## src/rtl/serial_adder_if.sv

```systemverilog
// Request/result bundle for the bit-serial adder: operands and strobe in,
// registered status and result out.
interface serial_adder_if #(
  parameter int WIDTH = 8
);
  logic             start;
  logic [WIDTH-1:0] a;
  logic [WIDTH-1:0] b;
  logic             cin;
  logic             busy;
  logic             done;
  logic [WIDTH-1:0] sum;
  logic             cout;

  modport master (
    output start, a, b, cin,
    input  busy, done, sum, cout
  );

  modport slave (
    input  start, a, b, cin,
    output busy, done, sum, cout
  );
endinterface

```

## src/rtl/serial_adder.sv

```systemverilog
// Bit-serial ripple adder: one full-adder step per clock, LSB first, with a
// single carry flop. Result and carry-out are held in dedicated registers.
module serial_adder #(
  parameter int WIDTH = 8
) (
  input  logic          clk,
  input  logic          rst_n,
  serial_adder_if.slave bus
);

  localparam int CW = $clog2(WIDTH);

  typedef enum logic [1:0] {IDLE, RUN, DONE} state_e;

  state_e           state_q;
  logic [WIDTH-1:0] a_sh_q;
  logic [WIDTH-1:0] b_sh_q;
  logic [WIDTH-1:0] psum_q;
  logic [WIDTH-1:0] sum_q;
  logic [CW-1:0]    cnt_q;
  logic             c_q;
  logic             cout_q;
  logic             busy_q;
  logic             done_q;

  logic [WIDTH-1:0] a_sh_d;
  logic [WIDTH-1:0] b_sh_d;
  logic [WIDTH-1:0] psum_d;
  logic [CW-1:0]    cnt_d;
  logic             c_d;
  logic [1:0]       fa;
  logic             accept;
  logic             last_bit;

  // Returns {carry, sum} of a one-bit full adder.
  function automatic logic [1:0] full_add(input logic x, input logic y, input logic ci);
    full_add = {(x & y) | (ci & (x ^ y)), x ^ y ^ ci};
  endfunction

  always_comb begin
    fa       = full_add(a_sh_q[0], b_sh_q[0], c_q);
    a_sh_d   = a_sh_q >> 1;
    b_sh_d   = b_sh_q >> 1;
    psum_d   = {fa[0], psum_q[WIDTH-1:1]};
    c_d      = fa[1];
    cnt_d    = cnt_q + CW'(1);
    last_bit = (cnt_q == CW'(WIDTH - 1));
    accept   = bus.start && (state_q != RUN);
  end

  always_ff @(posedge clk or negedge rst_n) begin
    if (!rst_n) begin
      state_q <= IDLE;
      a_sh_q  <= '0;
      b_sh_q  <= '0;
      psum_q  <= '0;
      sum_q   <= '0;
      cnt_q   <= '0;
      c_q     <= 1'b0;
      cout_q  <= 1'b0;
      busy_q  <= 1'b0;
      done_q  <= 1'b0;
    end else begin
      done_q <= 1'b0;
      case (state_q)
        IDLE, DONE: begin
          if (accept) begin
            a_sh_q  <= bus.a;
            b_sh_q  <= bus.b;
            c_q     <= bus.cin;
            cnt_q   <= '0;
            psum_q  <= '0;
            busy_q  <= 1'b1;
            state_q <= RUN;
          end else begin
            busy_q  <= 1'b0;
            state_q <= IDLE;
          end
        end
        RUN: begin
          a_sh_q <= a_sh_d;
          b_sh_q <= b_sh_d;
          psum_q <= psum_d;
          c_q    <= c_d;
          cnt_q  <= cnt_d;
          // The last bit lands straight in the output registers, so the
          // result is visible together with the done pulse.
          if (last_bit) begin
            sum_q   <= psum_d;
            cout_q  <= c_d;
            busy_q  <= 1'b0;
            done_q  <= 1'b1;
            state_q <= DONE;
          end
        end
        default: begin
          busy_q  <= 1'b0;
          state_q <= IDLE;
        end
      endcase
    end
  end

  assign bus.busy = busy_q;
  assign bus.done = done_q;
  assign bus.sum  = sum_q;
  assign bus.cout = cout_q;

endmodule

```

## src/flat_wrapper.sv

```systemverilog
// flat-port wrapper written by rule: the top's interface ports become plain ports
module serial_adder_flat 
#(
  parameter int WIDTH = 8
)
  (clk, rst_n, bus_start, bus_a, bus_b, bus_cin, bus_busy, bus_done, bus_sum, bus_cout);
  serial_adder_if #(.WIDTH(WIDTH)) bus_i ();
  input  logic clk;
  input  logic rst_n;
  input wire logic [$bits(bus_i.start)-1:0] bus_start;
  input wire logic [$bits(bus_i.a)-1:0] bus_a;
  input wire logic [$bits(bus_i.b)-1:0] bus_b;
  input wire logic [$bits(bus_i.cin)-1:0] bus_cin;
  output wire logic [$bits(bus_i.busy)-1:0] bus_busy;
  output wire logic [$bits(bus_i.done)-1:0] bus_done;
  output wire logic [$bits(bus_i.sum)-1:0] bus_sum;
  output wire logic [$bits(bus_i.cout)-1:0] bus_cout;
  assign bus_i.start = bus_start;
  assign bus_i.a = bus_a;
  assign bus_i.b = bus_b;
  assign bus_i.cin = bus_cin;
  assign bus_busy = bus_i.busy;
  assign bus_done = bus_i.done;
  assign bus_sum = bus_i.sum;
  assign bus_cout = bus_i.cout;
  serial_adder #(.WIDTH(WIDTH)) u_core (.clk(clk), .rst_n(rst_n), .bus(bus_i));
endmodule
```

## config.mk

```make
export PLATFORM = sky130hd
export DESIGN_NAME = serial_adder_flat
export DESIGN_NICKNAME = d
export VERILOG_FILES = /design/src/rtl/serial_adder_if.sv /design/src/rtl/serial_adder.sv /design/src/flat_wrapper.sv
export SDC_FILE = /design/constraint.sdc
export NUM_CORES = 1
export LEC_CHECK = 0
export BUFFER_PORTS_ARGS = -buffer_cell sky130_fd_sc_hd__buf_2
export CAP_MARGIN = 20
export CELL_PAD_IN_SITES_DETAIL_PLACEMENT = 1
export CELL_PAD_IN_SITES_GLOBAL_PLACEMENT = 1
export CORE_MARGIN = 4
export CORE_UTILIZATION = 49
export CTS_CLUSTER_SIZE = 25
export DETAILED_ROUTE_END_ITERATION = 12
export PLACE_DENSITY_LB_ADDON = 0.1
export SETUP_SLACK_MARGIN = 0.1
export SYNTH_ARGS = -nofsm -noshare
export SYNTH_HDL_FRONTEND = slang
export SYNTH_SLANG_ARGS = --single-unit
```

## constraint.sdc

```tcl
create_clock -name clk -period 3.3 [get_ports clk]
set_clock_uncertainty 0.2 [all_clocks]
set_input_delay 0.33 -clock clk [delete_from_list [all_inputs] [get_ports clk]]
set_output_delay 0.33 -clock clk [all_outputs]
set_load 0.1 [all_outputs]
```

==> results_dict.tcl <==
set metrics [dict create \
    viasPerCell 5.60 \
    rr_endpoint "u_core.bus.sum[0]" \
    p_leak_nw 1.09 \
    maxCapViolations 0 \
    antenna_found_initial 0 \
    dp_hpwl_um 2580 \
    grt_max_degree 41 \
    ys.flop_type "dfrtp_1" \
    synth_area_leaders "dfrtp_1 50%, mux2i_1 28%, mux2_1 5.1%" \
    postCtsHoldBufs 1 \
    pin_count 31 \
    place.gp.congestion 0.677 \
    num_rows 22 \
    critPathMaxFanout 10 \
    clock_latency_ps 290 \
    tightest_slew_ps 881 \
    outcome "finished clean" \
    path_class "flip-flop to flip-flop" \
    hold_depth 3 \
    clk_pin_slew_ps 70 \
    syn2layout_area_growth_pct 12.7 \
    relSlewSlack 0.413 \
    netlist_instances 152 \
    grt_pass1_vias 1396 \
    yosysMostFrequentCell "mux2i_1" \
    drc 0 \
    cts_tree "yes" \
    port_buffers 30 \
    hp-class "input pin to flip-flop" \
    yosysWarnings 0 \
    ir_drop_v 0.000424 \
    numCtsBuffers 5 \
    ff2ff_path_depth 5 \
    postCtsSetupBuffers 0 \
    period_needed_ps 1990 \
    fin_ws_ps 1310 \
    cts_max_path_buffers 2 \
    crit_path_end_kind "flip-flop" \
    hold_start "bus_a[2]" \
    grt_pass1_wl_um 6820 \
    setup_viol 0 \
    crit_required_ps 3270 \
    post_drt_wl_per_cell_um 17.0 \
    fin_nets 205 \
    drt_iter0_drc 83 \
    synth-edff-count 0 \
    async_flop_share 1.00 \
    ctsResizeCount 0 \
    clock_sinks 40 \
    hold_end "u_core.a_sh_q[2]" \
    yosysTopAreaCell "dfrtp_1" \
    worstPathArrival_ps 1970 \
    synth_area_per_cell_um2 13.1 \
    yosysSeqAreaShare 0.504 \
    finalMaxSlewViolations 0 \
    diodes 0 \
    design.core.area_mm2 0.00380 \
    ctsRootBufferMaster "clkbuf_8" \
    ys_ff_latch 40 \
    die_h_um 71.6 \
    fmaxAchievable_ghz 0.502 \
    post_dp_cell_area_mm2 0.00213 \
    track_usage 0.167 \
    htree_levels 2 \
    pre_cts_ws_ps 1320 \
    final_antenna_net_count 0 \
    fin_setup_tns_ps 0 \
    final_cell_area_mm2 0.00224 \
    hold_viol 0 \
    wl_um 3930 \
    mappedNetlistArea_mm2 0.00198 \
    fin_util 0.589 \
    fp.dieW_um 71.6 \
    overflow 0 \
    drt_pass1_iterations 4 \
    synth_top_cell_area_share 0.504 \
    pwr_density_cell_mw_per_mm2 1040 \
    fin_crit_sh 0.604 \
    layout-drive-gt1-share 0.230 \
    start_kind "flip-flop" \
    rrSetupSlack_ps 1310 \
    syn_nets 175 \
    vias 1293 \
    die_area_mm2 0.00513 \
    initial_utilization 0.522 \
    r2r_start "u_core.cnt_q[0]" \
    yosysUniqueCellTypes 17 \
    rsz0062_at_grt "no" \
    synthTopCellsByCount "56 x mux2i_1, 40 x dfrtp_1, 11 x nand2b_1, 11 x o22ai_1, 9 x mux2_1" \
]
## state kept, by name, indices dropped and copies added, names as in the netlist
signal           cells
u_core.a_sh_q        8
u_core.b_sh_q        8
u_core.bus.sum       8
u_core.psum_q        7
u_core.cnt_q         3
u_core.state_q       2
u_core.bus.busy      1
u_core.bus.cout      1
u_core.bus.done      1
u_core.c_q           1
## final cells by class
class	count	area, um2
Clock buffer	6	82.6
Clock inverter	2	10.0
Fill cell	405	1560
Inverter	5	18.8
Multi-Input combinational cell	97	890
Sequential cell	40	1000
Tap cell	48	60.1
Timing Repair Buffer	33	175
## worst max path at each step
stage          cells after the start  slack [ps]           endpoint            start
2_1_floorplan                      6        1630  u_core.bus.sum[0]  u_core.cnt_q[0]
3_3_place_gp                       5        1400  u_core.bus.sum[0]  u_core.cnt_q[0]
3_5_place_dp                       5        1320  u_core.bus.sum[0]  u_core.cnt_q[0]
4_1_cts                            5        1290  u_core.bus.sum[0]  u_core.cnt_q[0]
6_report                           5        1310  u_core.bus.sum[0]  u_core.cnt_q[0]
5_1_grt                            5        1210  u_core.bus.sum[0]  u_core.cnt_q[0]
## metrics by stage
step                instances  hold WS (ps)  total power [mW]
floorplan                 152          -166              1.78
CTS                       231           129              2.35
finish                    231           130              2.33
global route              231           137              2.48
global placement          222           268              1.94
detailed placement        222           277              2.01
## report_power, final
| part | switching [mW] | internal [mW] | total (mW) |
|---|---|---|---|
| clock network | 0.166 | 0.167 | 0.333 |
| registers | 0.158 | 0.702 | 0.860 |
| logic | 0.786 | 0.347 | 1.13 |
## critical path, stage by stage (launching register included)
cell	delay, ps
dfrtp_1	420
ha_1	210
ha_1	210
nand3b_1	440
inv_2	90
mux2_1	320
## routing by layer
metal / routed length (um) / vias up / GRT usage
li1: - / 607 / -
met1: 1780 / 654 / 0.218
met2: 1940 / 25 / 0.277
met3: 162 / 7 / 0.0435
met4: 49 / 0 / 0.0438
met5: 0 / - / 0
## cells in the final DEF, fill, tap and decap left out, drive strengths merged
cell and instances:
buf 32, clkbuf 6, clkinv 2, dfrtp 40, dlygate4sd3 1, fa 1, ha 2, inv 5
mux2 9, mux2i 56, nand2b 11, nand3 2, nand3b 1, o21ai 2, o22ai 11, o32ai 1
xor2 1
## kinds of logic after synthesis
logic type               Yosys count  synth area share
flip-flops                        40             0.504
XOR/XNOR                           1           0.00441
buffers and inverters             15            0.0473
adder cells (fa/ha/maj)            3            0.0227
AND/OR/NAND/NOR                   14            0.0435
AO/OA/AOI/OAI                     14            0.0441
multiplexers                      65             0.334
No activity file was read; power rests on OpenSTA's default activity.
